**src/rtl/mem_stage.sv**
```systemverilog
// RV32I memory-access stage: data-memory req/gnt/rvalid handshake, load/store lane steering, MEM/WB register.
// Optional macro MEM_MISALIGN_TRAP_EN: trap misaligned half/word accesses instead of issuing them.
package CORE_PKG;
   typedef enum logic [3:0] {
      LSU_LB  = 4'b0000,
      LSU_LH  = 4'b0001,
      LSU_LW  = 4'b0010,
      LSU_LBU = 4'b0100,
      LSU_LHU = 4'b0101,
      LSU_SB  = 4'b1000,
      LSU_SH  = 4'b1001,
      LSU_SW  = 4'b1010
   } load_store_func_code;

   typedef enum logic [1:0] {
      WB_ALU  = 2'd0,
      WB_MEM  = 2'd1,
      WB_PC4  = 2'd2,
      WB_UIMM = 2'd3
   } write_back_mux_selector;
endpackage

module mem_stage
   import CORE_PKG::*;
(
   input  logic                   clock,
   input  logic                   reset,
   input  logic                   lsu_enable_ip,
   input  load_store_func_code    lsu_operator_ip,
   input  logic [31:0]            alu_result_ip,
   input  logic                   alu_valid_ip,
   input  logic [31:0]            mem_wdata_ip,
   input  write_back_mux_selector wb_mux_ip,
   input  logic [4:0]             write_reg_addr_ip,
   input  logic [31:0]            pc_addr_ip,
   input  logic [31:0]            uimmd_ip,
   output logic                   data_req_op,
   output logic [31:0]            data_addr_op,
   output logic                   data_we_op,
   output logic [3:0]             data_be_op,
   output logic [31:0]            data_wdata_op,
   input  logic                   data_gnt_ip,
   input  logic                   data_rvalid_ip,
   input  logic [31:0]            data_rdata_ip,
   output logic                   stall_op,
   output logic [31:0]            fw_mem_data_op,
   output logic                   misaligned_op,
   output logic                   wb_valid_op,
   output write_back_mux_selector wb_mux_op,
   output logic [4:0]             write_reg_addr_op,
   output logic [31:0]            alu_result_op,
   output logic [31:0]            mem_rdata_op,
   output logic [31:0]            pc_addr_op,
   output logic [31:0]            uimmd_op
);

   typedef enum logic [1:0] {S_IDLE, S_WAIT_GNT, S_WAIT_RVALID} state_t;

   state_t                 state_q, state_d;
   logic                   wb_valid_q, wb_valid_d;
   logic                   misaligned_q, misaligned_d;
   write_back_mux_selector wb_mux_q, wb_mux_d;
   logic [4:0]             write_reg_addr_q, write_reg_addr_d;
   logic [31:0]            alu_result_q, alu_result_d;
   logic [31:0]            mem_rdata_q, mem_rdata_d;
   logic [31:0]            pc_addr_q, pc_addr_d;
   logic [31:0]            uimmd_q, uimmd_d;

   logic       access, mis, mem_access, retire;
   logic       is_store, size_byte, size_half;
   logic [1:0] off;
   logic [3:0] be_lanes;

   function automatic logic [31:0] load_extract(input load_store_func_code op,
                                                input logic [1:0] a,
                                                input logic [31:0] word);
      logic [7:0]  b;
      logic [15:0] h;
      b = word[8*a +: 8];
      h = a[1] ? word[31:16] : word[15:0];
      case (op)
         LSU_LB:  return {{24{b[7]}}, b};
         LSU_LBU: return {24'd0, b};
         LSU_LH:  return {{16{h[15]}}, h};
         LSU_LHU: return {16'd0, h};
         default: return word;
      endcase
   endfunction

   assign access     = lsu_enable_ip & alu_valid_ip;
   assign off        = alu_result_ip[1:0];
   assign is_store   = lsu_operator_ip[3];
   assign size_byte  = (lsu_operator_ip == LSU_LB) | (lsu_operator_ip == LSU_LBU) |
                       (lsu_operator_ip == LSU_SB);
   assign size_half  = (lsu_operator_ip == LSU_LH) | (lsu_operator_ip == LSU_LHU) |
                       (lsu_operator_ip == LSU_SH);

`ifdef MEM_MISALIGN_TRAP_EN
   assign mis = access & ((size_half & off[0]) | (~size_byte & ~size_half & (off != 2'b00)));
`else
   assign mis = 1'b0;
`endif

   assign mem_access = access & ~mis;

   // Halfword lanes use only addr[1]; word accesses ignore the low address bits entirely.
   always_comb begin
      be_lanes      = 4'b1111;
      data_wdata_op = mem_wdata_ip;
      if (size_byte) begin
         be_lanes      = 4'b0001 << off;
         data_wdata_op = {4{mem_wdata_ip[7:0]}};
      end else if (size_half) begin
         be_lanes      = off[1] ? 4'b1100 : 4'b0011;
         data_wdata_op = {2{mem_wdata_ip[15:0]}};
      end
   end

   always_comb begin
      state_d = state_q;
      retire  = 1'b0;
      case (state_q)
         S_IDLE: begin
            if (!mem_access) begin
               retire = 1'b1;
            end else if (data_gnt_ip) begin
               if (is_store) retire  = 1'b1;
               else          state_d = S_WAIT_RVALID;
            end else begin
               state_d = S_WAIT_GNT;
            end
         end
         S_WAIT_GNT: begin
            if (data_gnt_ip) begin
               if (is_store) begin
                  retire  = 1'b1;
                  state_d = S_IDLE;
               end else begin
                  state_d = S_WAIT_RVALID;
               end
            end
         end
         S_WAIT_RVALID: begin
            if (data_rvalid_ip) begin
               retire  = 1'b1;
               state_d = S_IDLE;
            end
         end
         default: state_d = S_IDLE;
      endcase
   end

   // Request and stall are gated by reset so they drop the moment reset asserts.
   assign data_req_op    = reset & mem_access & (state_q != S_WAIT_RVALID);
   assign data_we_op     = data_req_op & is_store;
   assign data_be_op     = data_req_op ? be_lanes : 4'b0000;
   assign data_addr_op   = {alu_result_ip[31:2], 2'b00};
   assign stall_op       = reset & ~retire;
   assign fw_mem_data_op = alu_result_ip;

   always_comb begin
      wb_valid_d       = retire;
      misaligned_d     = retire & mis;
      write_reg_addr_d = (retire & ~mis) ? write_reg_addr_ip : 5'd0;
      wb_mux_d         = wb_mux_ip;
      alu_result_d     = alu_result_ip;
      pc_addr_d        = pc_addr_ip;
      uimmd_d          = uimmd_ip;
      mem_rdata_d      = 32'd0;
      if (retire && (state_q == S_WAIT_RVALID))
         mem_rdata_d = load_extract(lsu_operator_ip, off, data_rdata_ip);
   end

   always_ff @(posedge clock or negedge reset) begin
      if (!reset) begin
         state_q          <= S_IDLE;
         wb_valid_q       <= 1'b0;
         misaligned_q     <= 1'b0;
         wb_mux_q         <= WB_ALU;
         write_reg_addr_q <= 5'd0;
         alu_result_q     <= 32'd0;
         mem_rdata_q      <= 32'd0;
         pc_addr_q        <= 32'd0;
         uimmd_q          <= 32'd0;
      end else begin
         state_q          <= state_d;
         wb_valid_q       <= wb_valid_d;
         misaligned_q     <= misaligned_d;
         wb_mux_q         <= wb_mux_d;
         write_reg_addr_q <= write_reg_addr_d;
         alu_result_q     <= alu_result_d;
         mem_rdata_q      <= mem_rdata_d;
         pc_addr_q        <= pc_addr_d;
         uimmd_q          <= uimmd_d;
      end
   end

   assign wb_valid_op       = wb_valid_q;
   assign misaligned_op     = misaligned_q;
   assign wb_mux_op         = wb_mux_q;
   assign write_reg_addr_op = write_reg_addr_q;
   assign alu_result_op     = alu_result_q;
   assign mem_rdata_op      = mem_rdata_q;
   assign pc_addr_op        = pc_addr_q;
   assign uimmd_op          = uimmd_q;

endmodule
```
**config.mk**
```make
export PLATFORM = sky130hd
export DESIGN_NAME = mem_stage
export DESIGN_NICKNAME = d
export VERILOG_FILES = /design/src/rtl/mem_stage.sv
export SDC_FILE = /design/constraint.sdc
export NUM_CORES = 1
export LEC_CHECK = 0
export ABC_AREA = 1
export CAP_MARGIN = 10
export CORE_AREA = 5 5 158 160
export CTS_CLUSTER_SIZE = 24
export DETAILED_ROUTE_END_ITERATION = 16
export DIE_AREA = 0 0 163 165
export HOLD_SLACK_MARGIN = 0.05
export PLACE_DENSITY_LB_ADDON = 0.3
export SYNTH_ARGS = -nofsm -noshare
export SYNTH_HDL_FRONTEND = slang
export SYNTH_SLANG_ARGS = --single-unit
export TNS_END_PERCENT = 10
```
**constraint.sdc**
```tcl
create_clock -name clock -period 3.8 [get_ports clock]
set_clock_uncertainty 0.15 [all_clocks]
set_input_delay 1.14 -clock clock [delete_from_list [all_inputs] [get_ports clock]]
set_output_delay 1.14 -clock clock [all_outputs]
set_load 0.005 [all_outputs]
```
==> results.cfg, run 1 <==
[yosys]
synth_simple_gate_area_share_pct = 14.39
syn_area_um2 = 5580
netlist_instances = 543
synth_compound_area_share_pct = 9.484
ys_async_sr_fraction_pct = 100.0
avgSynthCellArea_um2 = 10.28
muxShareOfSynthArea_pct = 0
synth-xor-area-share_pct = 0
synth_top_family_by_area = simple AND/OR/NAND/NOR gates
synth_seq_area_share_pct = 61.88
ys_types = 24
ys_seq_elements = 138
synth_edf_count = 0
synth_ff_type = dfrtp_1
yosysWarningCount = 0
synthAdderAreaFrac_pct = 0

[place]
placedCellCount = 1219
hpwl_um = 18390
io_buffers = 413
place_congestion = 0.8745
place_area_um2 = 9703
dp_slack_ns = -0.4363

[run_status]
violations = negative setup slack
status = complete, but fails checks

[sta]
finalMaxSlewViolations = 0
fin_setup_tns_ns = -0.5651
relSlewSlack_pct = 40.82
min_period_ns = 3.931
fin_crit_sh_pct = 103.4
holdWs_ns = 0.3396
rsz0062_at_grt = yes
final_hold_viol_count = 0
worst_pin_slew_ns = 0.8876
finalSetupViolCount = 6
setup_slack_ns = -0.1310
clock.fmax_mhz = 254.4

[pwr]
power_frac_seq_pct = 38.1
power_mw = 4.291
power_frac_comb_pct = 22.5
switchingPower_mw = 1.136
power_frac_clock_pct = 39.4
peakVddDrop_uv = 244.8
p_leak_nw = 4.535
p_int_mw = 3.155
p_per_area_nw_per_um2 = 416.3
switching_share_pct = 26.47

[critical_path]
crit_path_end_kind = primary output
critPathLaunchType = input port
cp_max_fo = 5
reg2reg_depth = 6
crit_chain = dlygate4sd2_1 > a21oi_4 > buf_6 > inv_1 > buf_4 > nand2_1 > o211ai_1 > clkdlybuf4s50_1
slowest_delay_ns = 0.46
crit_arrival_ns = 2.64
critical_path_class = input port to primary output
required_ns = 2.51
critPathSlowestCell = clkdlybuf4s50_1

[grt]
grt_overflow_total = 0
grt_pass1_vias = 5244
grt_pass1_wl_um = 32460
grt_antenna_before_repair = 2
track_usage_pct = 16.23
grt_max_degree = 69

[final_layout]
drive_gt1_share_pct = 10.92
design_area_um2 = 10310
fin_util_pct = 44.31
instances_no_fill = 1253
antenna_cells = 0
nets = 1098
area_delta_synth_final_pct = 84.73
n_fill_cell = 2252

[floorplanning]
core_area_um2 = 23260
die_y_um = 165
fp.dieW_um = 163
initial_core_util_pct = 23.99
num_io_pins = 417
num_rows = 56
die-area_um2 = 26900

[clock_tree]
clkSinkCount = 138
clk_latency_ns = 0.41
cts_max_path_buffers = 2
numCtsBuffers = 17
cts_tree = built
cts.root.buffer_cell = clkbuf_16
cts-htree-levels = 4
path_clk_slew_ns = 0.07
ctsHoldBuffers = 0

[routing]
vias = 5159
drt_iter0_markers = 242
drtPass1Iterations = 4
routed_wl_um = 22690
viasPerCell = 4.117
avgRoutedWirePerCell_um = 18.11
drc = 0
drtAntennaViolNets = 0

[hold_path]
whs_path_depth = 1
hp-class = flop to flop

[job]
cap_viol_max_count = 0
## cell usage after synthesis, types with 8 or more instances
cell type,n,area share [%]
dfrtp_1,138,62
nand2_1,124,8.3
buf_4,79,11
nor2_1,39,2.6
o21ai_0,29,2.6
inv_1,26,1.7
o211ai_1,20,2.7
a21oi_1,16,1.4
a21oi_2,11,1.7
nand3_1,11,0.99
o21ai_1,10,0.90
buf_2,8,0.72
## cell usage in the layout (no fill, tap or decap), drive strengths merged
cell type / n
nand4: 7
dfrtp: 138
dlygate4sd2: 25
clkinvlp: 4
dlymetal6s2s: 3
nor3: 3
conb: 3
clkdlybuf4s50: 380
o21a: 1
nand3: 11
buf: 39
nor2: 46
bufinv: 2
o21ai: 39
clkinv: 2
nor4: 1
clkbuf: 18
o211ai: 20
inv: 39
nand2: 126
a21oi: 27
## final timing paths
check,from,to,slack (ns)
max,lsu_operator_ip[3],data_wdata_op[27],-0.13
min,state_q[1],state_q[0],0.34
max reg2reg,state_q[0],mem_rdata_op[8],2.18
min reg2reg,state_q[1],state_q[0],0.34
max in group asynchronous,reset,mem_rdata_op[10],1.64
min in group asynchronous,reset,pc_addr_op[21],0.61
## worst max-delay path: cells and delay by family
kind / cells / cell delay [ns]
AO/OA/AOI/OAI: 2 / 0.35
buffers and inverters: 5 / 1.06
AND/OR/NAND/NOR: 1 / 0.08
## per-layer routing
| layer | vias to the layer above | track usage, % | wire length [um] |
|---|---|---|---|
| met3 | 30 | 6.763 | 2490 |
| met2 | 294 | 29.55 | 11840 |
| met1 | 2398 | 16.63 | 7737 |
| met4 | 4 | 6.062 | 594 |
| met5 | - | 0 | 27 |
| li1 | 2433 | - | - |
## sequential cells by signal, indices dropped and copies added (netlist names)
signal	count
pc_addr_op	32
mem_rdata_op	32
alu_result_op	32
state_q	2
wb_mux_op	2
uimmd_op	32
wb_valid_op	1
write_reg_addr_op	5
## power groups by stage
stage | Combinational [mW] | Sequential [mW] | Clock, mW
after floorplan | 0.269 | 1.68 | 0
final | 0.964 | 1.63 | 1.69
after detailed placement | 0.992 | 1.66 | 0
after global routing | 1.05 | 1.65 | 1.80
after global placement | 0.990 | 1.66 | 0
after CTS | 0.985 | 1.64 | 1.76
## kinds of logic after synthesis
kind of cell    count (synthesis)
buf+inv                       123
other cells                     1
flops                         138
compound gates                 87
simple gates                  194
## timing repair
action	in CTS	in global routing
pin swaps	3	2
gates cloned	1	0
setup buffers	1	0
endpoints found under the setup margin	32	11
gates resized for setup	48	5
hold endpoints to repair	0	0
## layout make-up
type                            instances  area, um^2  share of cell area, %
Inverter                               31       118.9                  1.153
Sequential cell                       138        3453                  33.50
Clock inverter                         15       177.7                  1.724
Timing Repair inverter                  1       7.507                0.07282
Timing Repair Buffer                  448        4358                  42.27
Multi-Input combinational cell        284        1369                  13.28
Clock buffer                           17       425.4                  4.127
Tap cell                              319       399.1                  3.872
(Power assumes the default switching activity.)
==> inputs of run 2 (changes only) <==
TNS_END_PERCENT = unset   (was 10)
clock period = 3.4 ns   (was 3.8 ns; I/O delays follow)
==> run 2 against run 1 <==
  * The flow now finishes without violations
  * Total power is 9.4% higher
  * First-iteration DRC count is 5.4% lower
  * Register-to-register slack worse by 0.39 ns
  * Non-clock buffer count is 20 higher
  * Cell count is 1.6% higher
  * Critical path depth is 5 lower
  * Final area is 1.2% higher
  * Largest cell class unchanged
  * Largest power group is now sequential cells
==> results.cfg, run 2 (synthesized netlist as in run 1, its figures left out) <==
[pwr]
p_leak_nw = 4.593
power_mw = 4.693
peakVddDrop_uv = 286.6
p_per_area_nw_per_um2 = 449.8

[sta]
clock.fmax_mhz = 296.6
finalMaxSlewViolations = 0
final_hold_viol_count = 0
rsz0062_at_grt = no
fin_crit_sh_pct = 99.18
min_period_ns = 3.372
relSlewSlack_pct = 46.21
worst_pin_slew_ns = 0.8068
finalSetupViolCount = 0

[run_status]
status = completed

[routing]
avgRoutedWirePerCell_um = 18.10
viasPerCell = 4.159
drtPass1Iterations = 6
routed_wl_um = 23040
drt_iter0_markers = 229
drc = 0
vias = 5295
drtAntennaViolNets = 0

[critical_path]
required_ns = 2.23
r2r_setup_slack_ns = 1.79
worst_r2r_startpoint = state_q[0]
critPathLaunchType = input port
crit_path_end_kind = primary output
reg2reg_depth = 6
cp_max_fo = 3
critical_path_class = input port to primary output
timing.rr.end = mem_rdata_op[8]
crit_arrival_ns = 2.20

[final_layout]
layout_commonest_cell = clkdlybuf4s50_1
antenna_cells = 0
drive_gt1_share_pct = 14.15
n_fill_cell = 2230
nets = 1118
instances_no_fill = 1273
final_cell_mix = 374 x clkdlybuf4s50_1, 138 x dfrtp_1, 121 x nand2_1
area_delta_synth_final_pct = 86.95

[grt]
grt_pass1_wl_um = 33230
track_usage_pct = 16.65
grt_max_degree = 59
grt_pass1_vias = 5334
grt_overflow_total = 0
grt_antenna_before_repair = 2

[clock_tree]
clk_latency_ns = 0.42
cts_max_path_buffers = 2
ctsHoldBuffers = 0
cts_tree = built
clkSinkCount = 138
cts-htree-levels = 4
numCtsBuffers = 17
path_clk_slew_ns = 0.07
cts.root.buffer_cell = clkbuf_16

[floorplanning]
num_rows = 56
num_io_pins = 417
core_area_um2 = 23260
die_y_um = 165
initial_core_util_pct = 23.99
die-area_um2 = 26900
fp.dieW_um = 163

[job]
cap_viol_max_count = 0

[hold_path]
worstHoldStart = state_q[1]
hold_path_end = state_q[0]
whs_path_depth = 1
hp-class = flop to flop

[place]
placedCellCount = 1226
hpwl_um = 18410
place_congestion = 0.8722
io_buffers = 413
==> run 2: cell count changes in the layout (fill, tap and decap cells not counted), sizes merged <==
| cell | before | now |
|---|---|---|
| buf | 39 | 64 |
| bufinv | 2 | 0 |
| clkbuf | 18 | 22 |
| clkdlybuf4s15 | 0 | 5 |
| clkdlybuf4s50 | 380 | 374 |
| clkinv | 2 | 4 |
| dlygate4sd2 | 25 | 21 |
| dlymetal6s2s | 3 | 0 |
| inv | 39 | 38 |
==> run 2: timing repair <==
item | in CTS | in global routing
buffers inserted | 13 | 1
pin swaps | 6 | 3
gates cloned | 1 | 0
gates resized for setup | 85 | 12
setup endpoints to repair | 33 | 22
==> run 2: critical path: stages <==
cell and delay (ns):
clkdlybuf4s50_1 0.55, buf_4 0.14, clkdlybuf4s50_1 0.49
==> run 2: through the flow <==
stage	area, um^2	worst slack (ns)	hold slack (ns)	setup TNS (ns)	util, %
after floorplan	5588	0.4842	0.3000	0	-
after global placement	9768	-0.5673	0.3280	-14.59	41.99
after detailed placement	9768	-0.5977	0.3349	-15.47	41.99
after CTS	10450	-0.06099	0.3458	-0.06099	44.92
after global routing	10430	0.007990	0.3796	0	44.85
final	10430	0.02792	0.3456	0	44.85
==> run 2: worst max path at each step <==
| stage | from | end | slack [ns] | depth (start not counted) |
|---|---|---|---|---|
| floorplan | lsu_operator_ip[0] | data_wdata_op[31] | 0.48 | 7 |
| global placement | lsu_operator_ip[2] | data_wdata_op[30] | -0.57 | 5 |
| detailed placement | lsu_operator_ip[2] | data_wdata_op[30] | -0.60 | 5 |
| CTS | lsu_operator_ip[2] | data_wdata_op[30] | -0.06 | 7 |
| global route | data_gnt_ip | stall_op | 0.008 | 7 |
| finish | mem_wdata_ip[4] | data_wdata_op[4] | 0.03 | 3 |
==> run 2: cell type report <==
type	instances	area (um^2)	share of cell area, %
clock inverter	14	131.4	1.259
tap	319	399.1	3.826
timing repair buffer	468	4499	43.13
timing repair inverter	1	7.507	0.07196
sequential	138	3453	33.10
multi-input combinational	284	1381	13.24
clock buffer	18	439.2	4.210
inverter	31	121.4	1.163
==> run 2: layer usage <==
metal / vias to the layer above / wire [um] / global-route usage [%]
li1: 2476 / - / -
met1: 2475 / 7759 / 17.13
met2: 300 / 11930 / 29.60
met3: 40 / 2551 / 7.237
met4: 4 / 763 / 7.015
met5: - / 27 / 0
==> run 2: power by group <==
| part | switching (mW) | total, mW | internal (mW) | leakage (nW) |
|---|---|---|---|---|
| clock network | 0.780 | 1.76 | 0.982 | 0.271 |
| registers | 0.0434 | 1.83 | 1.78 | 1.68 |
| logic | 0.456 | 1.10 | 0.646 | 2.64 |
| total | 1.28 | 4.69 | 3.41 | 4.59 |
==> inputs of run 3 (changes only) <==
clock period = 4.25 ns   (was 3.4 ns; I/O delays follow)
==> run 3 against run 2 <==
  * Critical path depth is 4 higher
  * Sequential power is 20% lower
  * Wire length shrank 1.8%
  * Total power down 17%
  * Sequential share of layout area rose by 0.38 points
  * Worst setup slack better by 0.011 ns
  * Combinational power is 21% lower
  * Clock power fell by 11%
  * Register-to-register slack gained 0.80 ns
  * Sequential cell count unchanged
  * Non-clock buffer count decreased by 29
  * Critical endpoint is now data_wdata_op[11]
  * Largest cell class unchanged
  * Largest power group is now clock
==> results.cfg, run 3 (synthesized netlist as in run 1, its figures left out) <==
[run_status]
status = completed

[routing]
drt_iter0_markers = 206
viasPerCell = 4.119
drc = 0
drtAntennaViolNets = 0
vias = 5124
drtPass1Iterations = 5
routed_wl_um = 22630
avgRoutedWirePerCell_um = 18.19

[pwr]
switching_share_pct = 25.88
power_mw = 3.887
p_int_mw = 2.881
switchingPower_mw = 1.006
peakVddDrop_uv = 186.8
p_per_area_nw_per_um2 = 376.8
p_leak_nw = 4.510
power_frac_seq_pct = 37.6
power_frac_comb_pct = 22.3
power_frac_clock_pct = 40.1

[critical_path]
crit_arrival_ns = 2.79
worst_r2r_startpoint = state_q[0]
cp_max_fo = 5
crit_path_end_kind = primary output
critical_path_class = input port to primary output
required_ns = 2.82
reg2reg_depth = 6
timing.rr.end = mem_rdata_op[17]
r2r_setup_slack_ns = 2.59
critPathLaunchType = input port

[final_layout]
fin_util_pct = 44.34
nets = 1089
instances_no_fill = 1244
antenna_cells = 0
n_fill_cell = 2222
final_cell_mix = 395 x clkdlybuf4s50_1, 138 x dfrtp_1, 122 x nand2_1
layout_commonest_cell = clkdlybuf4s50_1
drive_gt1_share_pct = 9.405
area_delta_synth_final_pct = 84.84

[sta]
rsz0062_at_grt = no
final_hold_viol_count = 0
clock.fmax_mhz = 237.5
finalMaxSlewViolations = 0
holdWs_ns = 0.3351
finalSetupViolCount = 0
relSlewSlack_pct = 49.97
worst_pin_slew_ns = 0.7505
fin_crit_sh_pct = 99.08
min_period_ns = 4.211
setup_slack_ns = 0.03920

[clock_tree]
ctsHoldBuffers = 0
cts-htree-levels = 4
clk_latency_ns = 0.41
clkSinkCount = 138
cts_tree = built
cts_max_path_buffers = 2
cts.root.buffer_cell = clkbuf_16
numCtsBuffers = 17
path_clk_slew_ns = 0.07

[place]
dp_slack_ns = -0.2384
placedCellCount = 1210
io_buffers = 413
hpwl_um = 17990
place_congestion = 0.8831

[hold_path]
whs_path_depth = 1
hold_path_end = state_q[0]
hp-class = flop to flop
worstHoldStart = state_q[1]

[grt]
grt_antenna_before_repair = 3
track_usage_pct = 16.13
grt_max_degree = 139
grt_pass1_wl_um = 32020
grt_overflow_total = 0
grt_pass1_vias = 5076

[floorplanning]
core_area_um2 = 23260
die_y_um = 165
num_rows = 56
initial_core_util_pct = 23.99
num_io_pins = 417
fp.dieW_um = 163
die-area_um2 = 26900

[job]
cap_viol_max_count = 0
-- run 3: cell types whose count changed in the layout (fill, tap and decap cells not counted), sizes merged --
cell and change:
clkinv -1, inv -1, dlymetal6s2s +6, clkbuf -4, clkdlybuf4s50 +21, bufinv +3, clkdlybuf4s15 -3, buf -37
clkinvlp -1, dlygate4sd2 -12
-- run 3: final cells by class --
cell class | count | area, um^2 | share of cell area [%]
Clock buffer | 18 | 429.2 | 4.161
Timing Repair inverter | 1 | 7.507 | 0.07278
Inverter | 31 | 118.9 | 1.152
Timing Repair Buffer | 439 | 4350 | 42.18
Sequential cell | 138 | 3453 | 33.48
Multi-Input combinational cell | 284 | 1371 | 13.29
Tap cell | 319 | 399.1 | 3.869
Clock inverter | 14 | 185.2 | 1.795
-- run 3: routing by layer --
layer	track usage, %	share of wire [%]
met1	16.65	34
met3	7.063	12
met4	5.833	2.5
met5	0	0.17
met2	29.08	52
-- run 3: timing repair --
item,4_1_cts,5_1_grt
buffers inserted,1,0
endpoints found under the setup margin,29,15
pin swaps,2,2
gates resized for setup,18,9
cloned,1,0
endpoints found under the hold margin,0,0
-- run 3: critical path, cell delays in order --
cell,delay [ns]
dlygate4sd2_1,0.31
inv_2,0.08
nand2_4,0.10
clkinvlp_4,0.16
buf_4,0.19
o21ai_1,0.13
clkdlybuf4s50_1,0.53
-- run 3: worst max path at each step --
stage	depth (start not counted)	slack, ns	startpoint	end
2_1_floorplan	7	0.82	lsu_operator_ip[0]	data_wdata_op[31]
5_1_grt	7	0.004	lsu_operator_ip[3]	data_wdata_op[11]
6_report	7	0.04	lsu_operator_ip[0]	data_wdata_op[11]
3_3_place_gp	6	-0.20	lsu_operator_ip[2]	data_be_op[2]
4_1_cts	8	0.03	lsu_operator_ip[2]	data_wdata_op[25]
3_5_place_dp	7	-0.24	lsu_enable_ip	data_be_op[2]
-- run 3: power by group through the flow --
stage	sequential, mW	clock [mW]	combinational, mW
floorplan	1.50	0	0.241
global placement	1.48	0	0.880
global route	1.47	1.66	0.941
CTS	1.46	1.61	0.888
finish	1.46	1.56	0.868
detailed placement	1.48	0	0.882
-- run 3: metrics by stage --
stage,area [um^2],setup TNS [ns]
after floorplan,5588,0
after global placement,9648,-3.621
after detailed placement,9648,-4.417
after CTS,10290,0
after global routing,10310,0
final,10310,0
